## src/rtl/ysyx_24080014_ifu_pkg.sv

```systemverilog
// Shared definitions for the multi-cycle instruction fetch unit.
//   - FSM state encodings (3-bit localparams) and the state type
//   - RESET_PC_DEFAULT : PC loaded on reset
//   - NOP_INST         : addi x0,x0,0, shown on inst while nothing was fetched
package ysyx_24080014_ifu_pkg;

    typedef logic [2:0] ifu_state_t;

    localparam ifu_state_t IFU_IDLE     = 3'd0;
    localparam ifu_state_t IFU_FETCH    = 3'd1;
    localparam ifu_state_t IFU_WAIT_RSP = 3'd2;
    localparam ifu_state_t IFU_DELIVER  = 3'd3;
    localparam ifu_state_t IFU_WAIT_WB  = 3'd4;

    localparam logic [31:0] RESET_PC_DEFAULT = 32'h8000_0000;
    localparam logic [31:0] NOP_INST         = 32'h0000_0013;

endpackage

```

## src/rtl/ysyx_24080014_ifu.sv

```systemverilog
// Multi-cycle instruction fetch unit. Owns the PC, issues one memory request
// per instruction, captures the response and hands it to decode, then waits
// for the back end to supply the next PC.
//
// Ports:
//   clk, rst                         clock, synchronous active-high reset
//   imem_req_valid/ready/addr        fetch request channel (word address)
//   imem_rsp_valid/data/err          single-cycle response pulse, no ready
//   inst_valid/ready, inst,
//   inst_pc, inst_err                instruction handed to decode
//   wb_valid, wb_next_pc             next PC from execute/write-back
//
// Optional build macro: YSYX_24080014_IFU_MISALIGN_CHK_EN
//   defined   : a PC with pc[1:0]!=0 issues no request and delivers a NOP
//               flagged with inst_err=1
//   undefined : misaligned PCs fetch the enclosing word silently
//
// state    | meaning
// ---------+-------------------------------------------------
// IDLE     | just out of reset, moves to FETCH next cycle
// FETCH    | request presented, waiting for imem_req_ready
// WAIT_RSP | request accepted, waiting for imem_rsp_valid
// DELIVER  | instruction presented, waiting for inst_ready
// WAIT_WB  | waiting for wb_valid to supply the next PC
module ysyx_24080014_ifu
    import ysyx_24080014_ifu_pkg::*;
#(
    parameter logic [31:0] RESET_PC = RESET_PC_DEFAULT
) (
    input  logic        clk,
    input  logic        rst,

    output logic        imem_req_valid,
    input  logic        imem_req_ready,
    output logic [31:0] imem_req_addr,
    input  logic        imem_rsp_valid,
    input  logic [31:0] imem_rsp_data,
    input  logic        imem_rsp_err,

    output logic        inst_valid,
    input  logic        inst_ready,
    output logic [31:0] inst,
    output logic [31:0] inst_pc,
    output logic        inst_err,

    input  logic        wb_valid,
    input  logic [31:0] wb_next_pc
);

    ifu_state_t  state;
    logic [31:0] pc;
    logic [31:0] inst_q;
    logic [31:0] inst_pc_q;
    logic        inst_err_q;
    logic        pc_misaligned;

`ifdef YSYX_24080014_IFU_MISALIGN_CHK_EN
    assign pc_misaligned = (pc[1:0] != 2'b00);
`else
    assign pc_misaligned = 1'b0;
`endif

    always_ff @(posedge clk) begin
        if (rst) begin
            state      <= IFU_IDLE;
            pc         <= RESET_PC;
            inst_q     <= NOP_INST;
            inst_pc_q  <= RESET_PC;
            inst_err_q <= 1'b0;
        end else begin
            case (state)
                IFU_IDLE: begin
                    state <= IFU_FETCH;
                end
                IFU_FETCH: begin
                    if (pc_misaligned) begin
                        // Fault is reported in place of a fetch; decode traps on it.
                        inst_q     <= NOP_INST;
                        inst_err_q <= 1'b1;
                        inst_pc_q  <= pc;
                        state      <= IFU_DELIVER;
                    end else if (imem_req_ready) begin
                        state <= IFU_WAIT_RSP;
                    end
                end
                IFU_WAIT_RSP: begin
                    if (imem_rsp_valid) begin
                        inst_q     <= imem_rsp_data;
                        inst_err_q <= imem_rsp_err;
                        inst_pc_q  <= pc;
                        state      <= IFU_DELIVER;
                    end
                end
                IFU_DELIVER: begin
                    if (inst_ready) begin
                        state <= IFU_WAIT_WB;
                    end
                end
                IFU_WAIT_WB: begin
                    if (wb_valid) begin
                        pc    <= wb_next_pc;
                        state <= IFU_FETCH;
                    end
                end
                default: begin
                    state <= IFU_IDLE;
                end
            endcase
        end
    end

    // Outputs decode only registered state, so no input reaches an output
    // combinationally.
    assign imem_req_valid = (state == IFU_FETCH) && !pc_misaligned;
    assign imem_req_addr  = {pc[31:2], 2'b00};
    assign inst_valid     = (state == IFU_DELIVER);
    assign inst           = inst_q;
    assign inst_pc        = inst_pc_q;
    assign inst_err       = inst_err_q;

endmodule

```

## config.mk

```make
export PLATFORM = sky130hd
export DESIGN_NAME = ysyx_24080014_ifu
export DESIGN_NICKNAME = d
export VERILOG_FILES = /design/src/rtl/ysyx_24080014_ifu_pkg.sv /design/src/rtl/ysyx_24080014_ifu.sv
export SDC_FILE = /design/constraint.sdc
export NUM_CORES = 1
export LEC_CHECK = 0
export CELL_PAD_IN_SITES_DETAIL_PLACEMENT = 0
export CELL_PAD_IN_SITES_GLOBAL_PLACEMENT = 2
export CORE_MARGIN = 1.5
export CORE_UTILIZATION = 20
export CTS_BUF_LIST = sky130_fd_sc_hd__clkbuf_16
export DETAILED_ROUTE_END_ITERATION = 8
export GPL_TIMING_DRIVEN = 1
export PLACE_DENSITY = 0.73
export SETUP_SLACK_MARGIN = 0.4
export SLEW_MARGIN = 20
export SYNTH_ARGS = -nofsm -noshare
export SYNTH_HDL_FRONTEND = slang
export SYNTH_SLANG_ARGS = --single-unit
```

## constraint.sdc

```tcl
create_clock -name clk -period 1.2 [get_ports clk]
set_input_delay 0.18 -clock clk [delete_from_list [all_inputs] [get_ports clk]]
set_output_delay 0.18 -clock clk [all_outputs]
set_load 0.02 [all_outputs]
```

==> out/qor.csv, run 1 <==
metric;value;unit
synth_mux_area_frac;0.00296;
vias_per_cell;4.20;
cts_tree;done;
hold_path_class;in -> reg;
synth-compound-area-share;0.127;
grt_max_degree;50;
core;18600;sq um
max_clock_freq;720;MHz
powerDensity;1070;nW/um^2
antenna_found_initial;0;
worst-path-max-fanout;7;
finalWorstSetupSlack;-0.188;ns
grt_pass1_wl;18.3;mm
cts_made_buffers;9;
yosysWarnings;0;
wl_met1;5.81;mm
status;finished, violations left;
synth_cell_types;18;
max-vdd-ir-drop;0.601;mV
synth_top_family_by_area;simple AND/OR/NAND/NOR gates;
dr_wl_met2;6.18;mm
setup_viol;100;
initial_core_util;0.204;
gp_congestion;0.737;
p_leak;2.93;nW
fin_crit_sh;1.16;
drc;0;
nets;742;
path_class;reg -> reg;
reg2reg_from;state[0]$_SDFFE_PP0P_;
min_from;rst;
period_minus_slack;1.39;ns
diodes;0;
design_area;7200;sq um
areaGrowthSynthToFinish;89.4;%
required;1.48;ns
dr.max_layer_used;met4;
drive_gt1_frac;0.570;
finalHoldViolCount;0;
cts-htree-levels;3;
synth_seq_cells;100;
avgRoutedWirePerCell;14.4;um
clk_pin_slew;0.07;ns
seq_area_frac_synth;0.527;
io_pins;170;
place_area;5770;sq um
fin_util;0.386;
vias;3818;
die_y;141;um
finClkSkew;0.00575;ns
synth_xor_area_frac;0;
syn_area_per_cell;7.98;sq um
root_buffer;clkbuf_16;
rows;50;
antenna_left;0;
slew_violations;0;
die_width;141;um
syn_area;3800;sq um
drt-total-wl;13.1;mm
numPortBuffers;167;
violations;setup timing;
first_pass_iters;4;
cp_data_arrival_time;1.67;ns
yosys.area_share.simple;0.228;
critPathLaunchType;flop;
grtUsageTotal;0.119;
clock_path_buffers;2;
maxCapViolCount;0;
insertion_delay;0.35;ns
cts.sinks;100;
grt_pass1_vias;3480;
rsz0062_at_grt;true;
startpoint;state[0]$_SDFFE_PP0P_;
dr_wl_met3;822;um
grt-ovfl-total;0;
endpoint_kind;flop;
drt_iter0_drc;88;
hpwlAfterDp;8.19;mm
syn_inst;476;
die_area;19800;sq um
synth_adder_area_share;0;
[layout by cell type (no fill, tap or decap), types with 15 or more instances in the layout]
| master | count |
|---|---|
| a21oi_1 | 48 |
| a21oi_2 | 47 |
| buf_4 | 63 |
| buf_6 | 104 |
| clkbuf_16 | 15 |
| clkdlybuf4s50_1 | 69 |
| dfxtp_2 | 98 |
| nand2_1 | 160 |
| nand2_2 | 19 |
| nand2_4 | 17 |
[power breakdown]
part	switching, mW	internal (mW)
Combinational	0.344	0.453
Sequential	0.0274	3.36
Clock	1.31	2.25
Total	1.68	6.06
[per-layer routing]
metal / vias up / track usage
met5: - / 0
met4: 0 / 0.0554
met3: 20 / 0.0343
met2: 124 / 0.194
met1: 1789 / 0.144
li1: 1885 / -
[path summary, 6_finish.rpt]
kind                                  end  slack, ns  depth (start not counted)
setup / recovery  inst_pc[8]$_SDFFE_PP0P_      -0.19                          6
hold / removal      inst[16]$_SDFFE_PP0P_       0.14                          2
setup reg to reg  inst_pc[8]$_SDFFE_PP0P_      -0.19                          6
hold reg to reg   inst_pc[0]$_SDFFE_PP0P_       0.45                          2
[registers in the layout, summed over array words and instances, names as in the netlist]
name      count
inst         32
inst_pc      32
pc           32
state         3
inst_err      1
[cell usage after synthesis]
master,count,area share
nor4bb_1,1,0.0026
buf_6,3,0.0089
conb_1,1,0.00099
a211o_1,1,0.0023
nor3_1,1,0.0013
nor3b_1,2,0.0040
or4b_1,1,0.0026
nand4bb_1,2,0.0059
clkbuf_1,15,0.015
dfxtp_1,100,0.53
nand3b_1,5,0.0099
and4bb_1,1,0.0033
and3b_1,2,0.0046
a21oi_1,95,0.13
mux2_1,1,0.0030
buf_4,39,0.077
nand2_1,196,0.19
buf_2,10,0.013
[layout make-up]
type / instances / area, sq um
fillers: 1878 / 11400
repair buffers: 250 / 2650
flip-flops and latches: 100 / 2120
multi-input cells: 310 / 1770
well taps: 234 / 293
clock buffers: 9 / 225
clock inverters: 7 / 139
[cell families after synthesis]
| family | after synthesis |
|---|---|
| flops | 100 |
| mux | 1 |
| simple gates | 211 |
| buf+inv | 67 |
| other cells | 1 |
| compound gates | 96 |
[stage by stage]
| stage | hold WS [ns] | setup TNS [ns] | setup slack (ns) | std cells | power [mW] |
|---|---|---|---|---|---|
| 2_1_floorplan | 0.304 | 0 | 0.0170 | 477 | 3.71 |
| 3_3_place_gp | 0.441 | -30.34 | -0.358 | 852 | 4.10 |
| 3_5_place_dp | 0.446 | -33.03 | -0.391 | 852 | 4.10 |
| 4_1_cts | 0.0946 | -10.68 | -0.160 | 884 | 7.75 |
| 5_1_grt | 0.138 | -20.15 | -0.266 | 910 | 8.04 |
| 6_report | 0.144 | -13.42 | -0.188 | 910 | 7.74 |
[what timing repair did]
action	in CTS	in global routing
gates cloned	0	8
gates resized for setup	679	102
pin swaps	5	42
setup buffers	16	18
hold buffers	0	0
setup endpoints to repair	197	197
[critical path, cell delays in order, from the launching register on]
cell and delay (ns):
dfxtp_2 0.33, buf_6 0.12, and4bb_4 0.37, clkbuf_16 0.17
clkbuf_16 0.16, nand2_1 0.06, a21oi_1 0.12
No activity file was read; power rests on OpenSTA's default activity.
==> run 2, diff against run 1 <==
--- a/config.mk
+++ b/config.mk
@@ -13,6 +13,7 @@
 export DETAILED_ROUTE_END_ITERATION = 8
 export GPL_TIMING_DRIVEN = 1
 export PLACE_DENSITY = 0.73
+export RECOVER_POWER = 50
 export SETUP_SLACK_MARGIN = 0.4
 export SLEW_MARGIN = 20
 export SYNTH_ARGS = -nofsm -noshare
==> run 2 against run 1 <==
The flow still finishes with violations (setup timing); fmax is 0.31% higher; hold slack better by 0.0068 ns; sequential share of layout area is 0.58 points lower; sequential power barely moved; sequential cell count unchanged; cell area down 0.82%; global-route usage is the same; register-to-register slack about the same; die area unchanged; core utilization down 0.32 points; count of clock-buffer cells in the layout is the same.
==> out/qor.csv, run 2 (synthesis results as in run 1) <==
metric;value;unit
antenna_found_initial;0;
die_width;141;um
hold_path_class;in -> reg;
endpoint_kind;flop;
clock_path_buffers;2;
slew_violations;0;
grt-ovfl-total;0;
drive_gt1_frac;0.500;
core;18600;sq um
required;1.47;ns
powerDensity;1080;nW/um^2
grtUsageTotal;0.119;
drc;0;
min_from;rst;
grt_pass1_vias;3480;
nets;742;
cp_data_arrival_time;1.66;ns
initial_core_util;0.204;
root_buffer;clkbuf_16;
final_common_cell;nand2_1;
first_pass_iters;4;
cts_made_buffers;9;
design_area;7140;sq um
numPortBuffers;167;
finalWorstSetupSlack;-0.184;ns
cts_tree;done;
tns;-13.19;ns
startpoint;state[0]$_SDFFE_PP0P_;
place_area;5770;sq um
grt_pass1_wl;18.3;mm
avgRoutedWirePerCell;14.4;um
place_inst;852;
die_y;141;um
path_class;reg -> reg;
diodes;0;
drt-total-wl;13.1;mm
final_cell_mix;nand2_1, buf_6, clkdlybuf4s50_1;
die_area;19800;sq um
period_minus_slack;1.38;ns
antenna_left;0;
fin_crit_sh;1.15;
drt_iter0_drc;88;
rows;50;
max_clock_freq;722;MHz
insertion_delay;0.35;ns
cts-htree-levels;3;
worst-path-max-fanout;7;
finClkSkew;0.00575;ns
grt_max_degree;50;
status;finished, violations left;
reg2reg_from;state[0]$_SDFFE_PP0P_;
max-vdd-ir-drop;0.601;mV
critPathLaunchType;flop;
setup_viol;100;
violations;setup timing;
clk_pin_slew;0.07;ns
cts.sinks;100;
hpwlAfterDp;8.19;mm
areaGrowthSynthToFinish;87.8;%
vias;3818;
fillCellCount;1907;
vias_per_cell;4.20;
finalHoldViolCount;0;
p_leak;2.91;nW
fin_cells;910;
io_pins;170;
gp_congestion;0.737;
rsz0062_at_grt;true;
total_power;7.73;mW
post-place-ws;-0.391;ns
maxCapViolCount;0;
## run 2: cell counts in the layout (fill, tap and decap cells not counted)
Identical to the previous run, type by type.
## run 2: routing by layer
layer  track usage  up-vias  wire length (um)
met5             0        -                 0
met4        0.0554        0               325
met3        0.0343       20               822
met2         0.194      124              6180
met1         0.144     1789              5810
li1              -     1885                 -
## run 2: timing repair
item	in CTS	in global routing
pin swaps	5	42
hold buffers	0	0
gates cloned	0	8
buffers inserted	16	18
resized for setup	679	102
endpoints found under the setup margin	197	197
## run 2: area by class of cell
cell class	count	area, sq um	share of cell area
timing repair buffer	250	2650	0.371
sequential	100	2070	0.289
multi-input combinational	310	1770	0.248
tap	234	293	0.0410
clock buffer	9	225	0.0316
clock inverter	7	139	0.0195
## run 2: stage by stage
stage / util / hold WS (ns)
2_1_floorplan: - / 0.304
3_3_place_gp: 0.309 / 0.441
3_5_place_dp: 0.309 / 0.446
4_1_cts: 0.350 / 0.0946
5_1_grt: 0.383 / 0.145
6_report: 0.383 / 0.150
## run 2: worst paths after layout
path | end | slack [ns] | depth (start not counted)
worst max-delay path | inst_pc[17]$_SDFFE_PP0P_ | -0.18 | 6
worst min-delay path | inst[19]$_SDFFE_PP0P_ | 0.15 | 2
worst min register to register | inst_pc[0]$_SDFFE_PP0P_ | 0.45 | 2
worst max register to register | inst_pc[17]$_SDFFE_PP0P_ | -0.18 | 6
## run 2: where the power goes
| part | switching (mW) | leakage, nW | internal, mW | total (mW) |
|---|---|---|---|---|
| registers | 0.0274 | 0.830 | 3.36 | 3.38 |
| clock network | 1.31 | 0.179 | 2.25 | 3.55 |
| logic | 0.344 | 1.90 | 0.452 | 0.797 |
## run 2: worst max-delay path, cell delays in order, from the launching register on
cell and delay [ns]:
dfxtp_2 0.33, buf_6 0.12, and4bb_4 0.37, clkbuf_16 0.17, clkbuf_16 0.16, nand2_1 0.05
a21oi_1 0.12
==> run 3, diff against run 2 <==
--- a/config.mk
+++ b/config.mk
@@ -5,14 +5,15 @@
 export SDC_FILE = /design/constraint.sdc
 export NUM_CORES = 1
 export LEC_CHECK = 0
+export CAP_MARGIN = 20
 export CELL_PAD_IN_SITES_DETAIL_PLACEMENT = 0
 export CELL_PAD_IN_SITES_GLOBAL_PLACEMENT = 2
 export CORE_MARGIN = 1.5
-export CORE_UTILIZATION = 20
+export CORE_UTILIZATION = 24
 export CTS_BUF_LIST = sky130_fd_sc_hd__clkbuf_16
 export DETAILED_ROUTE_END_ITERATION = 8
 export GPL_TIMING_DRIVEN = 1
-export PLACE_DENSITY = 0.73
+export PLACE_DENSITY = 0.83
 export RECOVER_POWER = 50
 export SETUP_SLACK_MARGIN = 0.4
 export SLEW_MARGIN = 20
==> constraint.sdc (replaced) <==
create_clock -name clk -period 1.72 [get_ports clk]
set_input_delay 0.258 -clock clk [delete_from_list [all_inputs] [get_ports clk]]
set_output_delay 0.258 -clock clk [all_outputs]
set_load 0.02 [all_outputs]
==> run 3 against run 2 <==
The run now ends clean; setup slack better by 0.43 ns; critical path type unchanged; power down 39%; register-to-register slack better by 0.43 ns; critical endpoint is now inst_pc[25]$_SDFFE_PP0P_; fmax down 6.3%.
==> out/qor.csv, run 3 (synthesis results as in run 1) <==
metric;value;unit
grt-ovfl-total;0;
initial_core_util;0.248;
whs_path_depth;2;
fin_crit_sh;0.859;
rows;45;
grt_pass1_wl;18.3;mm
die_area;16600;sq um
path_class;reg -> reg;
grt_max_degree;101;
areaGrowthSynthToFinish;71.5;%
first_pass_iters;6;
ff2ff_setup_slack;0.24;ns
period_minus_slack;1.48;ns
insertion_delay;0.35;ns
root_buffer;clkbuf_16;
final_cell_mix;nand2_1, dfxtp_1, a21oi_1;
grtUsageTotal;0.146;
min_from;inst[17]$_SDFFE_PP0P_;
die_width;129;um
worst_path_most_repeated_cell;buf_6;
rsz0062_at_grt;true;
cts-htree-levels;3;
reg2reg_from;state[0]$_SDFFE_PP0P_;
setup_viol;0;
fillCellCount;1542;
cts.sinks;100;
diodes;0;
vias;3644;
endpoint_kind;flop;
antenna_found_initial;0;
maxCapViolCount;0;
min_to;inst[17]$_SDFFE_PP0P_;
critical_path_buf_inv_count;4;
grt_pass1_vias;3476;
p_leak;2.47;nW
die_y;129;um
fin_cells;856;
final_common_cell;nand2_1;
avgRoutedWirePerCell;14.7;um
crit_slowest_cell;and4bb_4;
required;2.00;ns
antenna_left;0;
cp_cell_sequence;buf_6 > and4bb_4 > buf_6 > buf_12 > clkbuf_16 > nand2_2 > a21oi_1;
numPortBuffers;167;
tns;0;ns
dr.max_layer_used;met4;
max_clock_freq;677;MHz
powerDensity;722;nW/um^2
drive_gt1_frac;0.169;
nets;711;
fin_util;0.425;
worst-path-max-fanout;7;
cts_tree;done;
cp_data_arrival_time;1.75;ns
clk_pin_slew;0.06;ns
place_inst;801;
cts_made_buffers;9;
dr_wl_met3;904;um
cpPeakStageDelay;0.38;ns
core;15300;sq um
finalHoldViolCount;0;
max-vdd-ir-drop;0.417;mV
drc;0;
ff2ff_path_depth;7;
clock_path_buffers;2;
io_pins;170;
dr_wl_met2;5.90;mm
drt_iter0_drc;153;
wl_met1;5.60;mm
drt-total-wl;12.6;mm
status;finished clean;
hpwlAfterDp;7.16;mm
vias_per_cell;4.26;
critPathLaunchType;flop;
reg2reg_to;inst_pc[25]$_SDFFE_PP0P_;
hold_path_class;reg -> reg;
cp_top_family;buffers and inverters;
finClkSkew;0.00784;ns
slew_violations;0;
gp_congestion;0.718;
## run 3: layout make-up
type	count	area, sq um	area share
clock inverters	7	28.8	0.00442
repair buffers	219	2420	0.371
multi-input cells	310	1580	0.242
well taps	211	264	0.0405
clock buffers	9	225	0.0346
flip-flops and latches	100	2000	0.308
## run 3: worst max-delay path by stage
stage                          startpoint                        to  slack [ns]  cells past startpoint
finish              state[0]$_SDFFE_PP0P_  inst_pc[25]$_SDFFE_PP0P_        0.24                      7
global route        state[1]$_SDFFE_PP0P_  inst_pc[25]$_SDFFE_PP0P_        0.18                      7
CTS                 state[0]$_SDFFE_PP0P_            imem_req_valid        0.19                      2
detailed placement         imem_rsp_valid     inst[26]$_SDFFE_PP0P_        0.05                      5
global placement                 wb_valid       pc[30]$_SDFFE_PP0P_        0.07                      5
floorplan           state[1]$_SDFFE_PP0P_     state[0]$_SDFFE_PP0P_        0.48                      4
## run 3: per-layer routing
layer | GRT usage | vias up
met5 | 0 | -
met2 | 0.233 | 108
met4 | 0.0621 | 0
met1 | 0.182 | 1688
met3 | 0.0453 | 13
li1 | - | 1835
## run 3: what timing repair did
action	in CTS	in global routing
hold buffers	0	0
gates resized for setup	150	116
cloned	11	5
pin swaps	2	34
buffers inserted	10	13
setup endpoints to repair	194	151
## run 3: power breakdown
part | leakage, nW | total, mW | internal (mW) | switching [mW]
clock | 0.142 | 1.80 | 0.951 | 0.849
combinational | 1.52 | 0.546 | 0.323 | 0.223
sequential | 0.807 | 2.36 | 2.34 | 0.0163
## run 3: metrics by stage
step	instance area (sq um)	total power, mW	hold WS [ns]	worst slack, ns
after floorplan	3800	2.57	0.382	0.483
after global placement	5510	2.83	0.441	0.0719
after detailed placement	5510	2.83	0.447	0.0528
after CTS	6140	4.70	0.435	0.190
after global routing	6520	4.92	0.447	0.177
final	6520	4.70	0.449	0.243
## run 3: tightest hold or removal path, cell delays in order (launching register included)
cell and delay [ns]:
dfxtp_1 0.30, nand2_1 0.05, a21oi_1 0.05
